File: src/rtl/branch_hazard_forward_unit_if.sv
// Bundle between the ID-stage branch logic and the branch hazard/forward unit.
// The pipeline side is the master; the hazard unit is the slave.
interface branch_hazard_forward_unit_if #(
  parameter int AW      = 5,
  parameter int NUM_SRC = 2,
  parameter int CNT_W   = 16
);
  logic                   br_valid;
  logic [NUM_SRC*AW-1:0]  br_src;
  logic [AW-1:0]          idex_rd;
  logic                   idex_regwrite;
  logic                   idex_memread;
  logic [AW-1:0]          exmem_rd;
  logic                   exmem_regwrite;
  logic                   exmem_memread;
  logic [AW-1:0]          memwb_rd;
  logic                   memwb_regwrite;
  logic [2*NUM_SRC-1:0]   fwd_sel;
  logic                   stall;
  logic [CNT_W-1:0]       stall_cycles;

  modport master (
    output br_valid, br_src,
    output idex_rd, idex_regwrite, idex_memread,
    output exmem_rd, exmem_regwrite, exmem_memread,
    output memwb_rd, memwb_regwrite,
    input  fwd_sel, stall, stall_cycles
  );

  modport slave (
    input  br_valid, br_src,
    input  idex_rd, idex_regwrite, idex_memread,
    input  exmem_rd, exmem_regwrite, exmem_memread,
    input  memwb_rd, memwb_regwrite,
    output fwd_sel, stall, stall_cycles
  );
endinterface

File: src/rtl/branch_hazard_forward_unit.sv
// ID-stage branch operand forwarding selects, load/ALU stall FSM and a
// saturating stall-cycle counter.
//
// state | meaning
// IDLE  | stall follows the live hazard cost (0 or 1 cycle needed)
// HOLD  | second stall cycle of a load-use hazard, inputs ignored
module branch_hazard_forward_unit #(
  parameter int AW      = 5,
  parameter int NUM_SRC = 2,
  parameter int CNT_W   = 16
) (
  input logic                           clock,
  input logic                           reset,
  branch_hazard_forward_unit_if.slave   bus
);

  typedef enum logic {IDLE, HOLD} state_t;

  state_t               state_q, state_d;
  logic [1:0]           rem_q, rem_d;
  logic [CNT_W-1:0]     cnt_q, cnt_d;

  logic [2*NUM_SRC-1:0] fwd_raw;
  logic [1:0]           need;
  logic [AW-1:0]        src_v;
  logic                 hit_idex, hit_exmem, hit_memwb;
  logic [1:0]           cost_v;
  logic                 stall_int;

  always_comb begin
    fwd_raw   = '0;
    need      = 2'd0;
    src_v     = '0;
    hit_idex  = 1'b0;
    hit_exmem = 1'b0;
    hit_memwb = 1'b0;
    cost_v    = 2'd0;
    for (int s = 0; s < NUM_SRC; s++) begin
      src_v     = bus.br_src[s*AW +: AW];
      hit_idex  = bus.idex_regwrite  && (bus.idex_rd  != '0) && (bus.idex_rd  == src_v);
      hit_exmem = bus.exmem_regwrite && (bus.exmem_rd != '0) && (bus.exmem_rd == src_v);
      hit_memwb = bus.memwb_regwrite && (bus.memwb_rd != '0) && (bus.memwb_rd == src_v);

      // A load in EX/MEM has no data yet, so it falls through to MEM/WB here;
      // the stall logic below keeps that select from ever being used.
      if (hit_exmem && !bus.exmem_memread)
        fwd_raw[2*s +: 2] = 2'b10;
      else if (hit_memwb)
        fwd_raw[2*s +: 2] = 2'b01;
      else
        fwd_raw[2*s +: 2] = 2'b00;

      if (hit_idex && bus.idex_memread)
        cost_v = 2'd2;
      else if (hit_idex)
        cost_v = 2'd1;
      else if (hit_exmem && bus.exmem_memread)
        cost_v = 2'd1;
      else
        cost_v = 2'd0;

      if (bus.br_valid && (cost_v > need))
        need = cost_v;
    end
  end

  always_comb begin
    state_d = state_q;
    rem_d   = rem_q;
    case (state_q)
      IDLE: begin
        if (need == 2'd2) begin
          rem_d   = 2'd1;
          state_d = HOLD;
        end
      end
      HOLD: begin
        rem_d = rem_q - 2'd1;
        if (rem_q == 2'd1) begin
          rem_d   = 2'd0;
          state_d = IDLE;
        end
      end
      default: begin
        state_d = IDLE;
        rem_d   = 2'd0;
      end
    endcase
  end

  always_comb begin
    stall_int = 1'b0;
    if (!reset)
      stall_int = (state_q == HOLD) || (need != 2'd0);
  end

  always_comb begin
    cnt_d = cnt_q;
    if (stall_int && (cnt_q != {CNT_W{1'b1}}))
      cnt_d = cnt_q + {{(CNT_W-1){1'b0}}, 1'b1};
  end

  always_ff @(posedge clock) begin
    if (reset) begin
      state_q <= IDLE;
      rem_q   <= 2'd0;
      cnt_q   <= '0;
    end else begin
      state_q <= state_d;
      rem_q   <= rem_d;
      cnt_q   <= cnt_d;
    end
  end

  assign bus.stall        = stall_int;
  assign bus.fwd_sel      = (reset || stall_int || !bus.br_valid) ? '0 : fwd_raw;
  assign bus.stall_cycles = cnt_q;

endmodule

File: src/flat_wrapper.sv
// flat-port wrapper written by rule: the top's interface ports become plain ports
module branch_hazard_forward_unit_flat 
#(
  parameter int AW      = 5,
  parameter int NUM_SRC = 2,
  parameter int CNT_W   = 16
)
  (clock, reset, bus_br_valid, bus_br_src, bus_idex_rd, bus_idex_regwrite, bus_idex_memread, bus_exmem_rd, bus_exmem_regwrite, bus_exmem_memread, bus_memwb_rd, bus_memwb_regwrite, bus_fwd_sel, bus_stall, bus_stall_cycles);
  branch_hazard_forward_unit_if #(.AW(AW), .NUM_SRC(NUM_SRC), .CNT_W(CNT_W)) bus_i ();
  input logic clock;
  input logic reset;
  input wire logic [$bits(bus_i.br_valid)-1:0] bus_br_valid;
  input wire logic [$bits(bus_i.br_src)-1:0] bus_br_src;
  input wire logic [$bits(bus_i.idex_rd)-1:0] bus_idex_rd;
  input wire logic [$bits(bus_i.idex_regwrite)-1:0] bus_idex_regwrite;
  input wire logic [$bits(bus_i.idex_memread)-1:0] bus_idex_memread;
  input wire logic [$bits(bus_i.exmem_rd)-1:0] bus_exmem_rd;
  input wire logic [$bits(bus_i.exmem_regwrite)-1:0] bus_exmem_regwrite;
  input wire logic [$bits(bus_i.exmem_memread)-1:0] bus_exmem_memread;
  input wire logic [$bits(bus_i.memwb_rd)-1:0] bus_memwb_rd;
  input wire logic [$bits(bus_i.memwb_regwrite)-1:0] bus_memwb_regwrite;
  output wire logic [$bits(bus_i.fwd_sel)-1:0] bus_fwd_sel;
  output wire logic [$bits(bus_i.stall)-1:0] bus_stall;
  output wire logic [$bits(bus_i.stall_cycles)-1:0] bus_stall_cycles;
  assign bus_i.br_valid = bus_br_valid;
  assign bus_i.br_src = bus_br_src;
  assign bus_i.idex_rd = bus_idex_rd;
  assign bus_i.idex_regwrite = bus_idex_regwrite;
  assign bus_i.idex_memread = bus_idex_memread;
  assign bus_i.exmem_rd = bus_exmem_rd;
  assign bus_i.exmem_regwrite = bus_exmem_regwrite;
  assign bus_i.exmem_memread = bus_exmem_memread;
  assign bus_i.memwb_rd = bus_memwb_rd;
  assign bus_i.memwb_regwrite = bus_memwb_regwrite;
  assign bus_fwd_sel = bus_i.fwd_sel;
  assign bus_stall = bus_i.stall;
  assign bus_stall_cycles = bus_i.stall_cycles;
  branch_hazard_forward_unit #(.AW(AW), .NUM_SRC(NUM_SRC), .CNT_W(CNT_W)) u_core (.clock(clock), .reset(reset), .bus(bus_i));
endmodule
File: config.mk
export PLATFORM = sky130hd
export DESIGN_NAME = branch_hazard_forward_unit_flat
export DESIGN_NICKNAME = d
export VERILOG_FILES = /design/src/rtl/branch_hazard_forward_unit_if.sv /design/src/rtl/branch_hazard_forward_unit.sv /design/src/flat_wrapper.sv
export SDC_FILE = /design/constraint.sdc
export NUM_CORES = 1
export LEC_CHECK = 0
export ABC_CLOCK_PERIOD_IN_PS = 3300
export BUFFER_PORTS_ARGS = -buffer_cell sky130_fd_sc_hd__buf_2
export CAP_MARGIN = 20
export CORE_MARGIN = 3
export CORE_UTILIZATION = 40
export CTS_CLUSTER_SIZE = 28
export DETAILED_ROUTE_END_ITERATION = 6
export GPL_TIMING_DRIVEN = 0
export PLACE_DENSITY = 0.7
export SLEW_MARGIN = 25
export SYNTH_ARGS = -nofsm -noshare
export SYNTH_HDL_FRONTEND = slang
export SYNTH_SLANG_ARGS = --single-unit
File: constraint.sdc
create_clock -name clock -period 3.3 [get_ports clock]
set_input_delay 0 -clock clock [delete_from_list [all_inputs] [get_ports clock]]
set_output_delay 0 -clock clock [all_outputs]
set_load 0.05 [all_outputs]
==> summary.md, run 1 <==
| Metric | Value |
|---|---|
| HP Class | primary input to flop |
| Levels on crit path | 15 |
| Number of remaining DRC errors | 0 |
| Final hold slack | 0.304 ns |
| ANT cells | 0 |
| Crit end category | primary output |
| CTS tree | done |
| Drt total wl | 4.36 mm |
| Num CTS Buffers | 3 |
| Syn Nets | 230 |
| Post-synthesis sequential area ratio | 0.244 |
| Initial antenna violation count | 0 |
| Initial Utilization | 0.419 |
| R2r endpoint | u_core.bus.stall_cycles[7] |
| Critical Path Start | bus_idex_rd[1] |
| YS warnings | 0 |
| Area contributors post-synth | dfxtp_1 (24%), xnor2_1 (10%), xor2_1 (6.7%) |
| R2R cell count | 6 |
| Buffers & Inverters on Critical Path | 3 |
| Power per cell area | 250 mW/mm^2 |
| Die Wd | 68.4 um |
| Via count | 1664 |
| Final Wtd Congestion | 0.848 |
| Avg Cell Area, Syn | 8.07 um^2 |
| Largest net degree at the start of global routing | 13 |
| Setup_tns | 0 ns |
| Maximum VDD drop | 0.151 mV |
| Port buffer count | 53 |
| CP max-delay cell | or4_4 |
| FF-to-FF setup slack | 0.76 ns |
| Status | finished, final reports clean |
| Die Area | 0.00468 mm^2 |
| Layout Utilization | 0.571 |
| Critical Path Start Type | primary input |
| Layout cells sized above 1 | 0.331 |
| Achievable Freq | 310 MHz |
| Initial DRC Count | 103 |
| Rows | 22 |
| Vias per inst | 5.51 |
| Post-synth top area share | 0.244 |
| TritonCTS Sinks | 19 |
| Overflow after GRT | 0 |
| Relative slew slack | 0.610 |
| Worst-skew pair later-pin latency | 0.26 ns |
| Slowest stage delay, CP | 0.58 ns |
| First-pass GRT wire length | 6.96 mm |
| Hold-fix buffers, CTS | 0 |
| Actual slew at the worst max-slew pin | 0.585 ns |
| Final Hold Violating Endpoints | 0 |
| I/O pin count | 54 |
| RSZ-0062 raised after global routing | true |
| CTS Buffer Depth | 2 |
| Crit path to | bus_fwd_sel[2] |
| Pins Over Slew Limit | 0 |
| Period utilization | 0.977 |
| Crit-path leading delay family | simple AND/OR/NAND/NOR gates |
| Pre-Repair DR Iteration Count | 4 |
| Vias in the first global route | 1584 |
| Gr usage total | 0.191 |
| Root buf cell | clkbuf_8 |
| Netlist Area Pre-Place | 0.00156 mm^2 |
| Max_cap viols | 0 |
| Leakage power | 0.800 nW |
| Core area | 0.00372 mm^2 |
| WL per Instance | 14.4 um |
| Skew final | 0.00607 ns |
| Layout area overhead | 36.1% |
| CP cell instances | buf_2 -> or4_4 -> o211ai_4 -> buf_4 -> or3_1 -> a21oi_2 -> ha_1 -> nor2b_4 -> a2bb2oi_4 -> nor4b_4 -> a311oi_2 -> o31ai_2 -> or4_4 -> nor2_2 -> buf_6 |
| Min cycle time layout | 3.22 ns |
| Maximum fanout along the worst path | 5 |
| DP HPWL | 3.31 mm |
| H-tree levels | 1 |
| DIE HEIGHT | 68.4 um |
| Post-Synthesis Cells | 193 |
| Cell with the most instances on the worst path | or4_4 |
| Worst-path clk slew | 0.08 ns |
| Synthesized flop and latch total | 19 |
| Leading area contributor after synthesis | dfxtp_1 |
| Crit path required time | 3.30 ns |
| Final setup viols | 0 |
| Net total in the final layout | 292 |
| Setup CP Type | primary input to primary output |
| Routed Antenna Nets | 0 |
| Reg2reg start | u_core.bus.stall_cycles[1] |
| Netlist cell types | 39 |
| Critical Path AT | 3.22 ns |
kinds of logic (layout without fill, tap and decap cells):
family	count (synthesis)	count (layout)	share of synthesized area
AOI/OAI and AO/OA	34	34	0.151
xor gates and xnor gates	30	30	0.169
adders and majority gates	4	4	0.0321
buffers and inverters	10	71	0.0249
DFF	19	19	0.244
muxes	7	7	0.0506
and+or+nand+nor	89	89	0.329
through the flow:
| stage | instances | area (um^2) | power, W | setup WS (ns) |
|---|---|---|---|---|
| after floorplan | 193 | 1560 | 0.000299 | -0.149 |
| final | 302 | 2120 | 0.000530 | 0.0766 |
| after global placement | 294 | 1880 | 0.000344 | -0.312 |
| after detailed placement | 294 | 1880 | 0.000347 | -0.312 |
| after global routing | 302 | 2120 | 0.000551 | -0.0694 |
| after CTS | 299 | 1950 | 0.000519 | 0.00462 |
worst min path at each step:
stage	cells past startpoint	start	slack (ns)	to
final	5	bus_br_valid	0.30	u_core.bus.stall_cycles[1]
after detailed placement	5	bus_exmem_memread	0.46	bus_fwd_sel[3]
after floorplan	3	bus_exmem_memread	0.29	bus_fwd_sel[1]
after global routing	5	bus_br_valid	0.34	u_core.bus.stall_cycles[1]
after global placement	5	bus_exmem_memread	0.46	bus_fwd_sel[1]
after CTS	5	bus_br_valid	0.31	u_core.bus.stall_cycles[1]
worst reg2reg max path: cells and delay by family (launching register included):
kind	cells	cell delay (ns)
buffers and inverters	1	0.51
and+or+nand+nor	3	0.79
DFF	1	0.51
adders and majority gates	1	0.29
muxes	1	0.33
state kept, by name (all words and copies together), names as in the netlist:
signal	flops
u_core.rem_q	2
u_core.bus.stall_cycles	16
u_core.state_q	1
layout by cell type (no fill, tap or decap), types with 3 or more instances in the layout:
cell and n:
a21oi_1 9, and2_1 4, buf_2 51, buf_4 4
clkbuf_1 5, clkbuf_8 3, dfxtp_1 19, ha_1 3
inv_1 3, mux2_1 7, nand2_1 8, nand3_1 8
nand4_1 6, nor2_1 13, nor2b_1 9, nor3_1 6
nor4_1 3, nor4_2 4, o21ai_0 3, o31ai_1 6
or3_1 5, or4_1 8, xnor2_1 18, xor2_1 12
synth_stat cells:
master     instances
dfxtp_1           19
xnor2_1           18
nor2_1            15
xor2_1            12
a21oi_1           10
nor2b_1           10
or4_1              9
nand2_1            8
nand3_1            8
mux2_1             7
nor4_1             7
o31ai_1            7
clkbuf_1           6
nand4_1            6
nor3_1             6
or3_1              5
and2_1             4
ha_1               4
inv_1              3
nor4b_1            3
o21ai_0            3
a211oi_1           2
a31oi_1            2
and3_1             2
and4_1             2
o211ai_1           2
a22oi_1            1
a2bb2oi_1          1
a311oi_1           1
a311oi_2           1
buf_2              1
nand2b_1           1
nand3b_1           1
o211ai_2           1
o21ai_1            1
o31a_1             1
o41ai_1            1
or2_2              1
or4_4              1
power breakdown:
part           switching (W)  internal [W]
Sequential        0.00000179      0.000230
Combinational      0.0000708     0.0000555
Clock              0.0000871     0.0000852
timing repair:
| item | in CTS | in global routing |
|---|---|---|
| gates cloned | 0 | 0 |
| resized for setup | 3 | 27 |
| setup buffers | 1 | 3 |
| pin swaps | 1 | 5 |
| setup endpoints to repair | 5 | 16 |
layer usage:
| metal | GRT usage | routed length [um] |
|---|---|---|
| met3 | 0.0263 | 138 |
| met4 | 0.0645 | 72 |
| met2 | 0.330 | 2140 |
| met1 | 0.239 | 2000 |
| met5 | 0 | 0 |
area by class of cell:
cell class                      count  area, um^2
Tap cell                           48        60.1
Clock inverter                      1        7.51
Inverter                            3        11.3
Timing Repair Buffer               57         308
Multi-Input combinational cell    164        1280
Clock buffer                        3        41.3
Fill cell                         359        1600
Buffer                              7        31.3
Sequential cell                    19         380
Note: power is estimated with default switching activity, not from simulation.
==> run 2: changes to the inputs <==
--- a/config.mk
+++ b/config.mk
@@ -9,11 +9,11 @@
 export BUFFER_PORTS_ARGS = -buffer_cell sky130_fd_sc_hd__buf_2
 export CAP_MARGIN = 20
 export CORE_MARGIN = 3
-export CORE_UTILIZATION = 40
+export CORE_UTILIZATION = 30
 export CTS_CLUSTER_SIZE = 28
 export DETAILED_ROUTE_END_ITERATION = 6
 export GPL_TIMING_DRIVEN = 0
-export PLACE_DENSITY = 0.7
+export PLACE_DENSITY = 0.57
 export SLEW_MARGIN = 25
 export SYNTH_ARGS = -nofsm -noshare
 export SYNTH_HDL_FRONTEND = slang
==> summary.md, run 2 (synthesis results as in run 1) <==
| Metric | Value |
|---|---|
| Number of flip-flops in the largest register | 16 (unchanged) |
| Largest net degree at the start of global routing | 12 (-1) |
| Relative slew slack | 0.359 (-0.251) |
| Tot Pwr | 0.000538 W (+1.5%) |
| Reg2reg start | u_core.bus.stall_cycles[0] |
| Overflow after GRT | 0 (unchanged) |
| Max_cap viols | 0 (unchanged) |
| WL per Instance | 14.6 um (+1.3%) |
| Skew final | 0.00403 ns (-0.00204 ns) |
| Critical Path AT | 3.23 ns (about the same) |
| Met3 usage | 0.0287 (+0.00240) |
| Core area | 0.00488 mm^2 (+31%) |
| R2R cell count | 6 (unchanged) |
| Most common cell after layout, fill and taps aside | buf_2 |
| Power per cell area | 231 mW/mm^2 (-7.5%) |
| CTS tree | done |
| Net total in the final layout | 298 (+2.1%) |
| Vias in the first global route | 1551 (-2.1%) |
| DP HPWL | 3.44 mm (+4.0%) |
| Critical Path Start Type | primary input |
| Gr usage total | 0.149 (-0.0421) |
| WHS Path Cells | 4 (-1) |
| H-tree levels | 1 (unchanged) |
| Layout cells sized above 1 | 0.388 (+0.0578) |
| Final hold slack | 0.362 ns (+0.0585 ns) |
| R2r endpoint | u_core.bus.stall_cycles[9] |
| Routed Antenna Nets | 0 (unchanged) |
| FF-to-FF setup slack | 0.40 ns (-0.36 ns) |
| First-pass GRT wire length | 7.45 mm (+7.0%) |
| Vias per inst | 5.23 (-5.1%) |
| Initial Utilization | 0.319 (-0.100) |
| I/O pin count | 54 (unchanged) |
| CTS Buffer Depth | 2 (unchanged) |
| Number of remaining DRC errors | 0 (unchanged) |
| Port buffer count | 53 (unchanged) |
| Worst-path clk slew | 0.07 ns (about the same) |
| Root buf cell | clkbuf_8 |
| Most frequent cells in the layout | buf_2 (50), dfxtp_1 (19), xnor2_1 (18), nor2_1 (13), xor2_1 (12) |
| GRT busiest layer | met2 |
| Die Area | 0.00609 mm^2 (+30%) |
| Via count | 1710 (+2.8%) |
| Die Wd | 78.1 um (+14%) |
| Pins Over Slew Limit | 0 (unchanged) |
| Hold-fix buffers, CTS | 0 (unchanged) |
| Final Wtd Congestion | 0.785 (-7.5%) |
| Maximum VDD drop | 0.160 mV (+6.3%) |
| Crit path required time | 3.30 ns (about the same) |
| Hold endpoint | u_core.bus.stall_cycles[5] |
| Final setup viols | 0 (unchanged) |
| Final Hold Violating Endpoints | 0 (unchanged) |
| Maximum fanout along the worst path | 4 (-1) |
| Min cycle time layout | 3.23 ns (+0.00356 ns) |
| ANT cells | 0 (unchanged) |
| Pre-Repair DR Iteration Count | 4 (unchanged) |
| Post-Place Cell Area | 0.00191 mm^2 (+1.3%) |
| Setup CP Type | primary input to primary output |
| Initial DRC Count | 94 (-8.7%) |
| TritonCTS Sinks | 19 (unchanged) |
| Status | finished, final reports clean |
| Achievable Freq | 310 MHz (-0.11%) |
| Layout area overhead | 49.5% |
| Actual slew at the worst max-slew pin | 0.962 ns (+0.377 ns) |
| Worst-skew pair later-pin latency | 0.26 ns (about the same) |
| Hold Startpoint | reset |
| GR met1 Demand/Resource | 0.205 (-0.0338) |
| Period utilization | 0.978 (+0.00108) |
| Setup_tns | 0 ns (unchanged) |
| HP Class | primary input to flop |
| DIE HEIGHT | 78.1 um (+14%) |
| Num CTS Buffers | 3 (unchanged) |
| Design Area, Final | 0.00233 mm^2 (+9.8%) |
| Global Route met2 Usage | 0.243 (-0.0870) |
| Crit end category | primary output |
| Leakage power | 0.851 nW (+6.4%) |
| Initial antenna violation count | 0 (unchanged) |
| Rows | 25 (+14%) |
| Drt total wl | 4.78 mm (+9.7%) |
## run 2: timing repair
item                                    in CTS  in global routing
pin swaps                                    1                 10
setup buffers                                1                  8
endpoints found under the setup margin       5                 20
gates resized for setup                      4                 57
gates cloned                                 0                  1
## run 2: metrics by stage
stage               cells  worst slack, ns   util
floorplan             193           -0.149      -
global placement      313           -0.371  0.391
detailed placement    313           -0.387  0.391
CTS                   318          -0.0318  0.405
global route          327          -0.0420  0.477
finish                327           0.0731  0.477
## run 2: power breakdown
part	leakage, nW	internal [W]	switching [W]
Clock	0.0255	0.0000841	0.0000822
Combinational	0.673	0.0000625	0.0000775
Sequential	0.153	0.000230	0.00000212
## run 2: worst max path at each step
| stage | startpoint | end | slack [ns] | cells past startpoint |
|---|---|---|---|---|
| CTS | bus_idex_rd[1] | bus_fwd_sel[2] | -0.03 | 14 |
| detailed placement | bus_idex_rd[1] | bus_fwd_sel[2] | -0.39 | 14 |
| global placement | bus_idex_rd[1] | bus_fwd_sel[2] | -0.37 | 14 |
| finish | bus_idex_rd[4] | bus_fwd_sel[2] | 0.07 | 14 |
| floorplan | bus_idex_rd[1] | bus_fwd_sel[0] | -0.15 | 12 |
| global route | bus_idex_rd[4] | u_core.bus.stall_cycles[11] | -0.04 | 16 |
## run 2: area by class of cell
cell class                      instances  area (um^2)
Timing Repair Buffer                   63          359
Multi-Input combinational cell        164         1410
Clock inverter                          1         5.00
Buffer                                  7         41.3
Fill cell                             507         2550
Sequential cell                        19          380
Tap cell                               67         83.8
Clock buffer                            3         41.3
Inverter                                3         11.3
## run 2: critical path: stages
cell and delay (ns):
buf_2 0.13, or4_4 0.58, o211ai_4 0.25, or2_4 0.18, nand3_2 0.06, a21oi_2 0.15
ha_2 0.30, a2bb2oi_4 0.23, nor4b_4 0.08, a311oi_4 0.28, o31ai_4 0.14, or4_4 0.51
nor2_2 0.16, buf_6 0.17
## run 2: routing by layer
metal / wire length, um / vias to the layer above
met4: 30 / 0
li1: - / 863
met2: 2360 / 35
met5: 0 / -
met3: 173 / 2
met1: 2220 / 810
==> run 3: changes to the inputs <==
--- a/config.mk
+++ b/config.mk
@@ -5,15 +5,16 @@
 export SDC_FILE = /design/constraint.sdc
 export NUM_CORES = 1
 export LEC_CHECK = 0
+export ABC_AREA = 1
 export ABC_CLOCK_PERIOD_IN_PS = 3300
 export BUFFER_PORTS_ARGS = -buffer_cell sky130_fd_sc_hd__buf_2
 export CAP_MARGIN = 20
 export CORE_MARGIN = 3
-export CORE_UTILIZATION = 30
+export CORE_UTILIZATION = 52
 export CTS_CLUSTER_SIZE = 28
 export DETAILED_ROUTE_END_ITERATION = 6
 export GPL_TIMING_DRIVEN = 0
-export PLACE_DENSITY = 0.57
+export PLACE_DENSITY = 0.85
 export SLEW_MARGIN = 25
 export SYNTH_ARGS = -nofsm -noshare
 export SYNTH_HDL_FRONTEND = slang
==> summary.md, run 3 <==
| Metric | Value |
|---|---|
| Status | finished, final reports clean |
| FFs w/ async S/R, synth | 0 (unchanged) |
| Final Wtd Congestion | 0.942 (+20%) |
| Final hold slack | 0.0782 ns (-0.284 ns) |
| Root buf cell | clkbuf_4 |
| Num CTS Buffers | 3 (unchanged) |
| Avg Cell Area, Syn | 6.87 um^2 (-15%) |
| Number of flip-flops in the largest register | 16 (unchanged) |
| Actual slew at the worst max-slew pin | 0.701 ns (-0.261 ns) |
| CTS Buffer Depth | 2 (unchanged) |
| Leading area contributor after synthesis | dfxtp_1 |
| Met3 wire length | 190 um (+9.8%) |
| Die Area | 0.00417 mm^2 (-32%) |
| RSZ-0062 raised after global routing | false |
| Setup_tns | 0 ns (unchanged) |
| HP Class | primary input to flop |
| TritonCTS Sinks | 19 (unchanged) |
| First-pass GRT wire length | 7.07 mm (-5.0%) |
| Met1 WL | 1.94 mm (-12%) |
| Design Area, Final | 0.00213 mm^2 (-8.6%) |
| Initial antenna violation count | 0 (unchanged) |
| Vias in the first global route | 1681 (+8.4%) |
| Top_reg_cell synth | dfxtp_1 |
| CTS tree | done |
| Maximum VDD drop | 0.113 mV (-29%) |
| Post-Place Cell Area | 0.00210 mm^2 (+10%) |
| Initial DRC Count | 92 (-2.1%) |
| Pins Over Slew Limit | 0 (unchanged) |
| Skew final | 0.00216 ns (-0.00187 ns) |
| Tot Pwr | 0.000457 W (-15%) |
| Met2 wire length | 2.01 mm (-15%) |
| Worst-path clk slew | 0.11 ns (+0.04 ns) |
| Core area | 0.00315 mm^2 (-35%) |
| Netlist cell types | 31 (-21%) |
| Most frequent cells in the layout | nand2_1 (53), buf_2 (52), inv_1 (26), nand3_1 (22), nor2_1 (22) |
| Most frequent cells after synthesis | nand2_1 (53), inv_1 (26), nand3_1 (22), nor2_1 (22) |
| Post-Synthesis Cells | 260 (+35%) |
| Final Worst Setup Slack | 0.919 ns (+0.846 ns) |
| Die Wd | 64.6 um (-17%) |
| Layout area overhead | 19.2% |
| Crit end category | primary output |
| Area contributors post-synth | dfxtp_1 (21%), nand2_1 (11%), xnor2_1 (9.3%) |
| Post-synth top area share | 0.213 (-0.0311) |
| Maximum fanout along the worst path | 7 (+3) |
| Overflow after GRT | 0 (unchanged) |
| Pre-Repair DR Iteration Count | 4 (unchanged) |
| Crit path required time | 3.30 ns (about the same) |
| Vias per inst | 5.11 (-2.4%) |
| Setup bufs post-CTS | 0 (-1) |
| Max_cap viols | 0 (unchanged) |
| Drt total wl | 4.16 mm (-13%) |
| Gr usage total | 0.206 (+0.0573) |
| # resized after CTS | 0 (-4) |
| Post-synthesis sequential area ratio | 0.213 (-0.0311) |
| Pre-CTS setup slack | 0.857 ns (+1.24 ns) |
| H-tree levels | 1 (unchanged) |
| Final setup viols | 0 (unchanged) |
| YS warnings | 0 (unchanged) |
| Setup CP Type | primary input to primary output |
| Critical Path AT | 2.38 ns (-0.85 ns) |
| Hold-fix buffers, CTS | 0 (unchanged) |
| DIE HEIGHT | 64.6 um (-17%) |
| Routed Antenna Nets | 0 (unchanged) |
| Top-count cell post-synth | nand2_1 |
| Post-synth EDFFs | 0 (unchanged) |
| Largest net degree at the start of global routing | 12 (unchanged) |
| Netlist Area Pre-Place | 0.00179 mm^2 (+15%) |
| Port buffer count | 52 (-1.9%) |
| Most common cell after layout, fill and taps aside | nand2_1 |
| Critical Path Start Type | primary input |
| Layout cells sized above 1 | 0.288 (-0.100) |
| Fillers | 295 (-42%) |
| Net total in the final layout | 354 (+19%) |
| WL per Instance | 11.6 um (-21%) |
| Power per cell area | 215 mW/mm^2 (-7.1%) |
| Leakage power | 0.978 nW (+15%) |
| Relative slew slack | 0.533 (+0.174) |
| Synthesized flop and latch total | 19 (unchanged) |
| Initial Utilization | 0.566 (+0.247) |
| Min cycle time layout | 2.38 ns (-0.846 ns) |
| Period utilization | 0.721 (-0.256) |
| DP HPWL | 3.42 mm (-0.69%) |
| I/O pin count | 54 (unchanged) |
| Achievable Freq | 420 MHz (+36%) |
| Final Hold Violating Endpoints | 0 (unchanged) |
| Worst-skew pair later-pin latency | 0.30 ns (+0.04 ns) |
| Syn Nets | 297 (+29%) |
| Top sig layer | met4 |
| ANT cells | 0 (unchanged) |
| Number of remaining DRC errors | 0 (unchanged) |
| Via count | 1838 (+7.5%) |
| Rows | 20 (-20%) |
## run 3: changes by cell type after synthesis, moves of 10 or more
cell / delta
nand2_2: +10
inv_1: +23
nand3_1: +14
nor2b_1: -10
nand4_1: +12
nand2_1: +45
## run 3: routing by layer
metal  GRT usage  vias to the layer above
li1            -                      966
met3      0.0329                        2
met1       0.264                      824
met4      0.0396                        0
met5           0                        -
met2       0.365                       46
## run 3: report_power, final
group / switching [W] / total (W) / internal, W
logic: 0.0000636 / 0.000107 / 0.0000436
registers: 0.000000340 / 0.000230 / 0.000230
clock network: 0.0000748 / 0.000120 / 0.0000453
## run 3: path summary, 6_finish.rpt
| path | startpoint | to | slack (ns) | cells past startpoint |
|---|---|---|---|---|
| worst max-delay path | bus_br_src[0] | bus_fwd_sel[0] | 0.92 | 18 |
| worst min-delay path | reset | u_core.bus.stall_cycles[15] | 0.08 | 2 |
| worst max register to register | u_core.bus.stall_cycles[1] | u_core.bus.stall_cycles[13] | 1.25 | 9 |
| worst min register to register | u_core.rem_q[1] | u_core.rem_q[1] | 0.47 | 2 |
## run 3: worst max-delay path, cell delays in order
cell and delay (ns):
buf_2 0.13, xnor2_1 0.20, nand3_2 0.12, nor2_4 0.12
nand3_1 0.07, nand2_1 0.09, a21oi_1 0.05, ha_1 0.29
nand2_1 0.06, nand2_1 0.04, nor2_1 0.25, nor2_2 0.11
nor2_4 0.14, nand3_4 0.14, nor2_1 0.11, nand2_1 0.10
nor2_1 0.10, buf_2 0.26
## run 3: logic make-up after synthesis
| group | share of synthesized area |
|---|---|
| AO/OA/AOI/OAI | 0.0834 |
| XOR/XNOR | 0.177 |
| adder cells (fa/ha/maj) | 0.0280 |
| buffers and inverters | 0.0848 |
| flip-flops | 0.213 |
| AND/OR/NAND/NOR | 0.414 |
## run 3: final cells by class
cell class,count,area [um^2],area share
multi-input combinational,207,1250,0.589
sequential,19,380,0.179
timing repair buffer,52,260,0.122
inverter,28,105,0.0494
tap,44,55.1,0.0259
buffer,6,46.3,0.0218
clock buffer,3,22.5,0.0106
clock inverter,1,5.00,0.00235
## run 3: through the flow
stage | cells | utilization
2_1_floorplan | 260 | -
3_3_place_gp | 356 | 0.666
3_5_place_dp | 356 | 0.666
4_1_cts | 360 | 0.675
5_1_grt | 360 | 0.675
6_report | 360 | 0.675
